<file path="config.mk">
export PLATFORM = sky130hd
export DESIGN_NAME = pc_unit_flat
export DESIGN_NICKNAME = d
export VERILOG_FILES = /design/src/rtl/pc_pkg.sv /design/src/rtl/pc_unit_if.sv /design/src/rtl/pc_unit_ras_stack.sv /design/src/rtl/pc_unit.sv /design/src/flat_wrapper.sv
export SDC_FILE = /design/constraint.sdc
export NUM_CORES = 1
export LEC_CHECK = 0
export ABC_AREA = 1
export ABC_CLOCK_PERIOD_IN_PS = 6100
export CORE_UTILIZATION = 59
export CTS_CLUSTER_DIAMETER = 40
export CTS_CLUSTER_SIZE = 16
export DETAILED_ROUTE_END_ITERATION = 8
export PLACE_DENSITY = 0.82
export SLEW_MARGIN = 15
export SYNTH_ARGS = -nofsm -noshare
export SYNTH_HDL_FRONTEND = slang
export SYNTH_SLANG_ARGS = --single-unit
</file>
<file path="constraint.sdc">
create_clock -name clk -period 6.1 [get_ports clk]
set_clock_uncertainty 0.05 [all_clocks]
set_input_delay 0.915 -clock clk [delete_from_list [all_inputs] [get_ports clk]]
set_output_delay 0.915 -clock clk [all_outputs]
set_load 0.02 [all_outputs]
</file>
<file path="src/rtl/pc_pkg.sv">
// -----------------------------------------------------------------------------
// pc_pkg
// Shared constants for the fetch-stage program-counter unit.
//   - Default PC width, sequential increment, reset and exception vectors.
//   - Encoding of the next-PC source chosen by the priority mux.
// No ports; imported by pc_unit_if, ras_stack and pc_unit.
// -----------------------------------------------------------------------------
package pc_pkg;

   localparam int          PC_W_DEF      = 32;
   localparam int          INC_DEF       = 4;
   localparam int          RAS_DEPTH_DEF = 4;
   localparam logic [31:0] RESET_VEC_DEF = 32'h0000_0000;
   localparam logic [31:0] EXC_VEC_DEF   = 32'h0000_0080;

   // Next-PC source, listed from highest to lowest priority.
   typedef logic [2:0] pcSrc_t;

   localparam pcSrc_t SRC_EXC   = 3'd0;
   localparam pcSrc_t SRC_REDIR = 3'd1;
   localparam pcSrc_t SRC_HOLD  = 3'd2;
   localparam pcSrc_t SRC_RAS   = 3'd3;
   localparam pcSrc_t SRC_SEQ   = 3'd4;

endpackage

</file>
<file path="src/rtl/pc_unit_if.sv">
// -----------------------------------------------------------------------------
// pc_unit_if
// Bundles the control inputs and status outputs of the program-counter unit.
//   stall, exc_req, redirect_valid, redirect_pc, call, ret : fetch control
//   pc_out, ras_count, ras_empty, ras_underflow            : PC unit status
// Modports:
//   master : the pipeline controller, drives control, observes status
//   slave  : the PC unit itself
// -----------------------------------------------------------------------------
interface pc_unit_if
   import pc_pkg::*;
#(
   parameter int PC_W      = PC_W_DEF,
   parameter int RAS_DEPTH = RAS_DEPTH_DEF
);

   localparam int CNT_W = $clog2(RAS_DEPTH) + 1;

   logic             stall;
   logic             exc_req;
   logic             redirect_valid;
   logic [PC_W-1:0]  redirect_pc;
   logic             call;
   logic             ret;
   logic [PC_W-1:0]  pc_out;
   logic [CNT_W-1:0] ras_count;
   logic             ras_empty;
   logic             ras_underflow;

   modport master (
      output stall, exc_req, redirect_valid, redirect_pc, call, ret,
      input  pc_out, ras_count, ras_empty, ras_underflow
   );

   modport slave (
      input  stall, exc_req, redirect_valid, redirect_pc, call, ret,
      output pc_out, ras_count, ras_empty, ras_underflow
   );

endinterface

</file>
<file path="src/rtl/pc_unit_ras_stack.sv">
// -----------------------------------------------------------------------------
// ras_stack
// Circular return-address stack of DEPTH entries of W bits.
//   clk, rst      : clock and synchronous active-high reset
//   flush_i       : discard all entries (exception)
//   push_i        : write push_data_i as the new top
//   pop_i         : remove the top entry
//   push_data_i   : return address to push
//   top_o         : current top entry (meaningful only when count_o != 0)
//   count_o       : number of valid entries, saturates at DEPTH
// Pushing onto a full stack silently overwrites the oldest entry. Push and pop
// together on a non-empty stack replace the top in place.
// -----------------------------------------------------------------------------
module ras_stack #(
   parameter int DEPTH = 4,
   parameter int W     = 32
) (
   input  logic                       clk,
   input  logic                       rst,
   input  logic                       flush_i,
   input  logic                       push_i,
   input  logic                       pop_i,
   input  logic [W-1:0]               push_data_i,
   output logic [W-1:0]               top_o,
   output logic [$clog2(DEPTH):0]     count_o
);

   localparam int PTR_W = $clog2(DEPTH);
   localparam int CNT_W = PTR_W + 1;

   logic [W-1:0]     mem_q [DEPTH];
   logic [PTR_W-1:0] ptr_q;
   logic [PTR_W-1:0] ptr_d;
   logic [CNT_W-1:0] count_q;
   logic [CNT_W-1:0] count_d;
   logic [PTR_W-1:0] topIdx;
   logic [PTR_W-1:0] writeIdx;
   logic             writeEn;

   // The pointer marks the next free slot, so the top lives one below it.
   // DEPTH is a power of two, so pointer arithmetic wraps for free.
   assign topIdx  = ptr_q - PTR_W'(1);
   assign top_o   = mem_q[topIdx];
   assign count_o = count_q;

   // Decide where to write and how pointer/count move this cycle. A push
   // together with a pop on a non-empty stack is a replace of the top; on an
   // empty stack the pop has nothing to remove so it degrades to a push.
   always_comb begin
      ptr_d    = ptr_q;
      count_d  = count_q;
      writeEn  = 1'b0;
      writeIdx = ptr_q;
      if (flush_i) begin
         ptr_d   = '0;
         count_d = '0;
      end else if (push_i && pop_i && (count_q != '0)) begin
         writeEn  = 1'b1;
         writeIdx = topIdx;
      end else if (push_i) begin
         writeEn  = 1'b1;
         writeIdx = ptr_q;
         ptr_d    = ptr_q + PTR_W'(1);
         if (count_q != CNT_W'(DEPTH)) begin
            count_d = count_q + CNT_W'(1);
         end
      end else if (pop_i && (count_q != '0)) begin
         ptr_d   = topIdx;
         count_d = count_q - CNT_W'(1);
      end
   end

   // Pointer and occupancy registers; reset empties the stack.
   always_ff @(posedge clk) begin
      if (rst) begin
         ptr_q   <= '0;
         count_q <= '0;
      end else begin
         ptr_q   <= ptr_d;
         count_q <= count_d;
      end
   end

   // Entry storage needs no reset: an entry is only read while it is valid.
   always_ff @(posedge clk) begin
      if (writeEn && !rst) begin
         mem_q[writeIdx] <= push_data_i;
      end
   end

endmodule

</file>
<file path="src/rtl/pc_unit.sv">
// -----------------------------------------------------------------------------
// pc_unit
// Program counter for the MIPS fetch stage with return-address prediction.
//   clk  : system clock, rising edge
//   rst  : synchronous active-high reset
//   bus  : pc_unit_if slave
//          in : stall, exc_req, redirect_valid, redirect_pc, call, ret
//          out: pc_out (registered fetch PC), ras_count, ras_empty,
//               ras_underflow (one-cycle pulse on ret with an empty stack)
// Next PC priority: exception, redirect, stall, RAS prediction, sequential.
// -----------------------------------------------------------------------------
module pc_unit
   import pc_pkg::*;
#(
   parameter int              PC_W      = PC_W_DEF,
   parameter logic [PC_W-1:0] RESET_VEC = PC_W'(RESET_VEC_DEF),
   parameter logic [PC_W-1:0] EXC_VEC   = PC_W'(EXC_VEC_DEF),
   parameter int              INC       = INC_DEF,
   parameter int              RAS_DEPTH = RAS_DEPTH_DEF
) (
   input logic       clk,
   input logic       rst,
   pc_unit_if.slave  bus
);

   localparam int CNT_W = $clog2(RAS_DEPTH) + 1;

   logic [PC_W-1:0]  pc_q;
   logic [PC_W-1:0]  pc_d;
   logic             underflow_q;
   logic             underflow_d;
   logic [PC_W-1:0]  seqPc;
   logic [PC_W-1:0]  rasTop;
   logic [CNT_W-1:0] rasCount;
   logic             effCall;
   logic             effRet;
   logic             rasPop;
   pcSrc_t           nextSrc;

   assign seqPc = pc_q + PC_W'(INC);

   // A call still pushes under a redirect (jal/jalr resolve as redirects),
   // but a return is only predicted when nothing stronger steers the PC.
   assign effCall     = bus.call && !bus.exc_req && !bus.stall;
   assign effRet      = bus.ret && !bus.exc_req && !bus.redirect_valid && !bus.stall;
   assign rasPop      = effRet && (rasCount != '0);
   assign underflow_d = effRet && (rasCount == '0);

   ras_stack #(
      .DEPTH (RAS_DEPTH),
      .W     (PC_W)
   ) u_ras (
      .clk         (clk),
      .rst         (rst),
      .flush_i     (bus.exc_req),
      .push_i      (effCall),
      .pop_i       (rasPop),
      .push_data_i (seqPc),
      .top_o       (rasTop),
      .count_o     (rasCount)
   );

   // Pick the next-PC source in strict priority order.
   always_comb begin
      nextSrc = SRC_SEQ;
      if (bus.exc_req) begin
         nextSrc = SRC_EXC;
      end else if (bus.redirect_valid) begin
         nextSrc = SRC_REDIR;
      end else if (bus.stall) begin
         nextSrc = SRC_HOLD;
      end else if (rasPop) begin
         nextSrc = SRC_RAS;
      end
   end

   // Translate the chosen source into the next PC value.
   always_comb begin
      pc_d = seqPc;
      case (nextSrc)
         SRC_EXC:   pc_d = EXC_VEC;
         SRC_REDIR: pc_d = bus.redirect_pc;
         SRC_HOLD:  pc_d = pc_q;
         SRC_RAS:   pc_d = rasTop;
         default:   pc_d = seqPc;
      endcase
   end

   // PC and underflow pulse registers; reset overrides every other input.
   always_ff @(posedge clk) begin
      if (rst) begin
         pc_q        <= RESET_VEC;
         underflow_q <= 1'b0;
      end else begin
         pc_q        <= pc_d;
         underflow_q <= underflow_d;
      end
   end

   assign bus.pc_out        = pc_q;
   assign bus.ras_count     = rasCount;
   assign bus.ras_empty     = (rasCount == '0);
   assign bus.ras_underflow = underflow_q;

endmodule

</file>
<file path="src/flat_wrapper.sv">
// flat-port wrapper written by rule: the top's interface ports become plain ports
module pc_unit_flat import pc_pkg::*;
#(
   parameter int              PC_W      = PC_W_DEF,
   parameter logic [PC_W-1:0] RESET_VEC = PC_W'(RESET_VEC_DEF),
   parameter logic [PC_W-1:0] EXC_VEC   = PC_W'(EXC_VEC_DEF),
   parameter int              INC       = INC_DEF,
   parameter int              RAS_DEPTH = RAS_DEPTH_DEF
)
  (clk, rst, bus_stall, bus_exc_req, bus_redirect_valid, bus_redirect_pc, bus_call, bus_ret, bus_pc_out, bus_ras_count, bus_ras_empty, bus_ras_underflow);
  pc_unit_if #(.PC_W(PC_W), .RAS_DEPTH(RAS_DEPTH)) bus_i ();
  input logic clk;
  input logic rst;
  input wire logic [$bits(bus_i.stall)-1:0] bus_stall;
  input wire logic [$bits(bus_i.exc_req)-1:0] bus_exc_req;
  input wire logic [$bits(bus_i.redirect_valid)-1:0] bus_redirect_valid;
  input wire logic [$bits(bus_i.redirect_pc)-1:0] bus_redirect_pc;
  input wire logic [$bits(bus_i.call)-1:0] bus_call;
  input wire logic [$bits(bus_i.ret)-1:0] bus_ret;
  output wire logic [$bits(bus_i.pc_out)-1:0] bus_pc_out;
  output wire logic [$bits(bus_i.ras_count)-1:0] bus_ras_count;
  output wire logic [$bits(bus_i.ras_empty)-1:0] bus_ras_empty;
  output wire logic [$bits(bus_i.ras_underflow)-1:0] bus_ras_underflow;
  assign bus_i.stall = bus_stall;
  assign bus_i.exc_req = bus_exc_req;
  assign bus_i.redirect_valid = bus_redirect_valid;
  assign bus_i.redirect_pc = bus_redirect_pc;
  assign bus_i.call = bus_call;
  assign bus_i.ret = bus_ret;
  assign bus_pc_out = bus_i.pc_out;
  assign bus_ras_count = bus_i.ras_count;
  assign bus_ras_empty = bus_i.ras_empty;
  assign bus_ras_underflow = bus_i.ras_underflow;
  pc_unit #(.PC_W(PC_W), .RESET_VEC(RESET_VEC), .EXC_VEC(EXC_VEC), .INC(INC), .RAS_DEPTH(RAS_DEPTH)) u_core (.clk(clk), .rst(rst), .bus(bus_i));
endmodule
</file>
==> results.toml <==
[synth]
syn-cell-area_um2 = 7880
synthDistinctLibCells = 42
synthCells = 866
ys_seq_elements = 166
synth_edf_count = 128
ys.flop_type = "edfxtp_1"
syn_area_per_cell_um2 = 9.10
yosysWarnings = 0
seq_area_frac_synth_pct = 58.4
async_flop_share_pct = 0
syn_nets = 907

[critical_path]
required_ns = 6.09
cp_max_fo = 32
end_kind = "flip-flop"
worstPathArrival_ns = 3.80
startpoint_type = "input pin"
path_class = "in -> reg"

[layout]
diodes = 0
drive_gt1_share_pct = 7.01
area_growth_syn_to_layout_pct = 17.7
utilization_pct = 72.4
fin_nets = 969

[sta]
rsz0062_at_grt = "false"
maxSlewHeadroom_pct = 25.2
setup_viol_count_final = 0
hold_viol = 0
fin_setup_tns_ns = 0
period_share_pct = 62.4
fmax_ghz = 0.263
worst_slack_ns = 2.29
drv_slew = 0
period_minus_slack_ns = 3.81
worst_pin_slew_ns = 1.12

[cts]
cts_htree_levels = 4
numCtsBuffers = 17
clockBufferDepth = 2
postCtsHoldBufs = 0
post_cts_resized = 0
clockRootBuffer = "clkbuf_16"
clock_sinks = 166
post-cts-setup-buffers = 0
clk_pin_slew_ns = 0.06
cts_tree = "yes"
clk_latency_ns = 0.43

[drt]
drt_first_pass_iters = 5
vias_per_cell = 5.73
drt_iter0_drc = 588
ant_nets = 0
wl_um = 20000
post_drt_wl_per_cell_um = 18.0
drt_drc_violations_left = 0
num_vias = 6380

[die]
row_count = 41
start_util_pct = 61.5
die_h_um = 118
core_area_um2 = 12800
die_w_um = 118
design.die.area_um2 = 13800
pin_count = 76

[placement]
detailed_place_hpwl_um = 12700
globalplace.congestion = 0.879
portBuffers = 75
place_ws_ns = 1.88

[global_route]
grt_max_degree = 55
globalRouteTotalUtil_pct = 29.8
grt-ovfl-total = 0
grt_pass1_vias = 6183
grt_pass1_wl_um = 31400
antenna_found_initial = 0

[power_and_ir_drop]
p_leak_nw = 3.48
powerDensity_nw_per_um2 = 271
max-vdd-ir-drop_mv = 0.224
power_mw = 2.51

[run_status]
status = "finished, final reports clean"

[job]
maxCapViolations = 0

[hold_path]
min_path_type = "reg -> reg"
## worst max-delay path, cell delays in order
cell and delay (ns):
clkdlybuf4s50_1 0.52, nor2_4 0.48, nand3_4 0.17, or2_1 0.36, o21ai_2 0.32, inv_1 0.13
nor2_4 0.88
## cells in the final DEF, fill, tap and decap left out, types with 14 or more instances in the layout
cell type        instances
nand3_1                 44
nor2_1                  55
edfxtp_1               128
nand3b_1                14
a21oi_1                 39
o21ai_0                 55
inv_1                   48
clkdlybuf4s50_1         75
a22oi_1                 17
nand2_1                307
clkbuf_16               17
dfxtp_1                 38
## per-layer routing
metal | part of all wire [%] | vias to the layer above | global-route usage, %
met2 | 49 | 327 | 49.2
met4 | 2.9 | 0 | 14.6
met3 | 8.2 | 49 | 5.86
li1 | - | 3030 | -
met1 | 40 | 2974 | 37.6
met5 | 0 | - | 0
## through the flow
stage	instances	hold slack, ns	cell area, um2
after global placement	1081	0.459	8710
after CTS	1113	0.476	9280
after detailed placement	1081	0.466	8710
after global routing	1113	0.487	9280
final	1113	0.469	9280
after floorplan	866	0.433	7880
## registers in the layout, summed over array words and instances (netlist names)
name / cells
u_core.u_ras.count_o: 3
u_core.bus.pc_out: 32
u_core.u_ras.ptr_q: 2
u_core.bus.ras_underflow: 1
u_core.u_ras.mem_q: 128
## path summary, 6_finish.rpt
check,start,end,slack (ns),depth (start not counted)
worst max-delay path,bus_redirect_valid,u_core.u_ras.mem_q[1][23],2.29,7
worst min-delay path,u_core.u_ras.count_o[2],u_core.u_ras.count_o[2],0.47,2
worst max register to register,u_core.u_ras.ptr_q[0],u_core.u_ras.mem_q[1][23],2.91,8
worst min register to register,u_core.u_ras.count_o[2],u_core.u_ras.count_o[2],0.47,2
## cells by family (layout without fill, tap and decap cells)
| kind of cell | after synthesis | after routing | share of synthesized area, % |
|---|---|---|---|
| buf+inv | 95 | 170 | 5.40 |
| flops | 166 | 166 | 58.4 |
| fa+ha+maj | 2 | 2 | 0.413 |
| compound gates | 126 | 126 | 8.92 |
| simple gates | 463 | 463 | 25.2 |
| xor+xnor | 14 | 14 | 1.65 |
## cells in the mapped netlist (5+ instances only)
| cell type | count | area (um2) |
|---|---|---|
| nand3_1 | 44 | 220 |
| edfxtp_1 | 128 | 3840 |
| nor2_2 | 6 | 37.5 |
| a21oi_1 | 39 | 195 |
| nor2_1 | 60 | 225 |
| nand2_1 | 307 | 1150 |
| inv_1 | 48 | 180 |
| nand3b_1 | 14 | 105 |
| xor2_1 | 7 | 61.3 |
| buf_4 | 5 | 37.5 |
| xnor2_1 | 6 | 52.6 |
| clkbuf_1 | 11 | 41.3 |
| a22oi_1 | 17 | 128 |
| inv_2 | 9 | 33.8 |
| nand4_1 | 12 | 75.1 |
| dfxtp_1 | 38 | 761 |
| buf_2 | 16 | 80.1 |
| o21ai_0 | 55 | 275 |
## report_power, final
| group | switching (mW) | total, mW | internal (mW) |
|---|---|---|---|
| combinational | 0.122 | 0.206 | 0.0838 |
| clock | 0.418 | 1.04 | 0.619 |
| sequential | 0.0280 | 1.27 | 1.24 |
| total | 0.567 | 2.51 | 1.94 |
## area by class of cell
| type | instances | area [um2] |
|---|---|---|
| fillers | 940 | 3550 |
| well taps | 172 | 215 |
| flip-flops and latches | 166 | 4600 |
| clock inverters | 10 | 105 |
| multi-input cells | 605 | 2880 |
| clock buffers | 22 | 464 |
| inverters | 58 | 218 |
| repair buffers | 80 | 788 |
(Power assumes the default switching activity.)
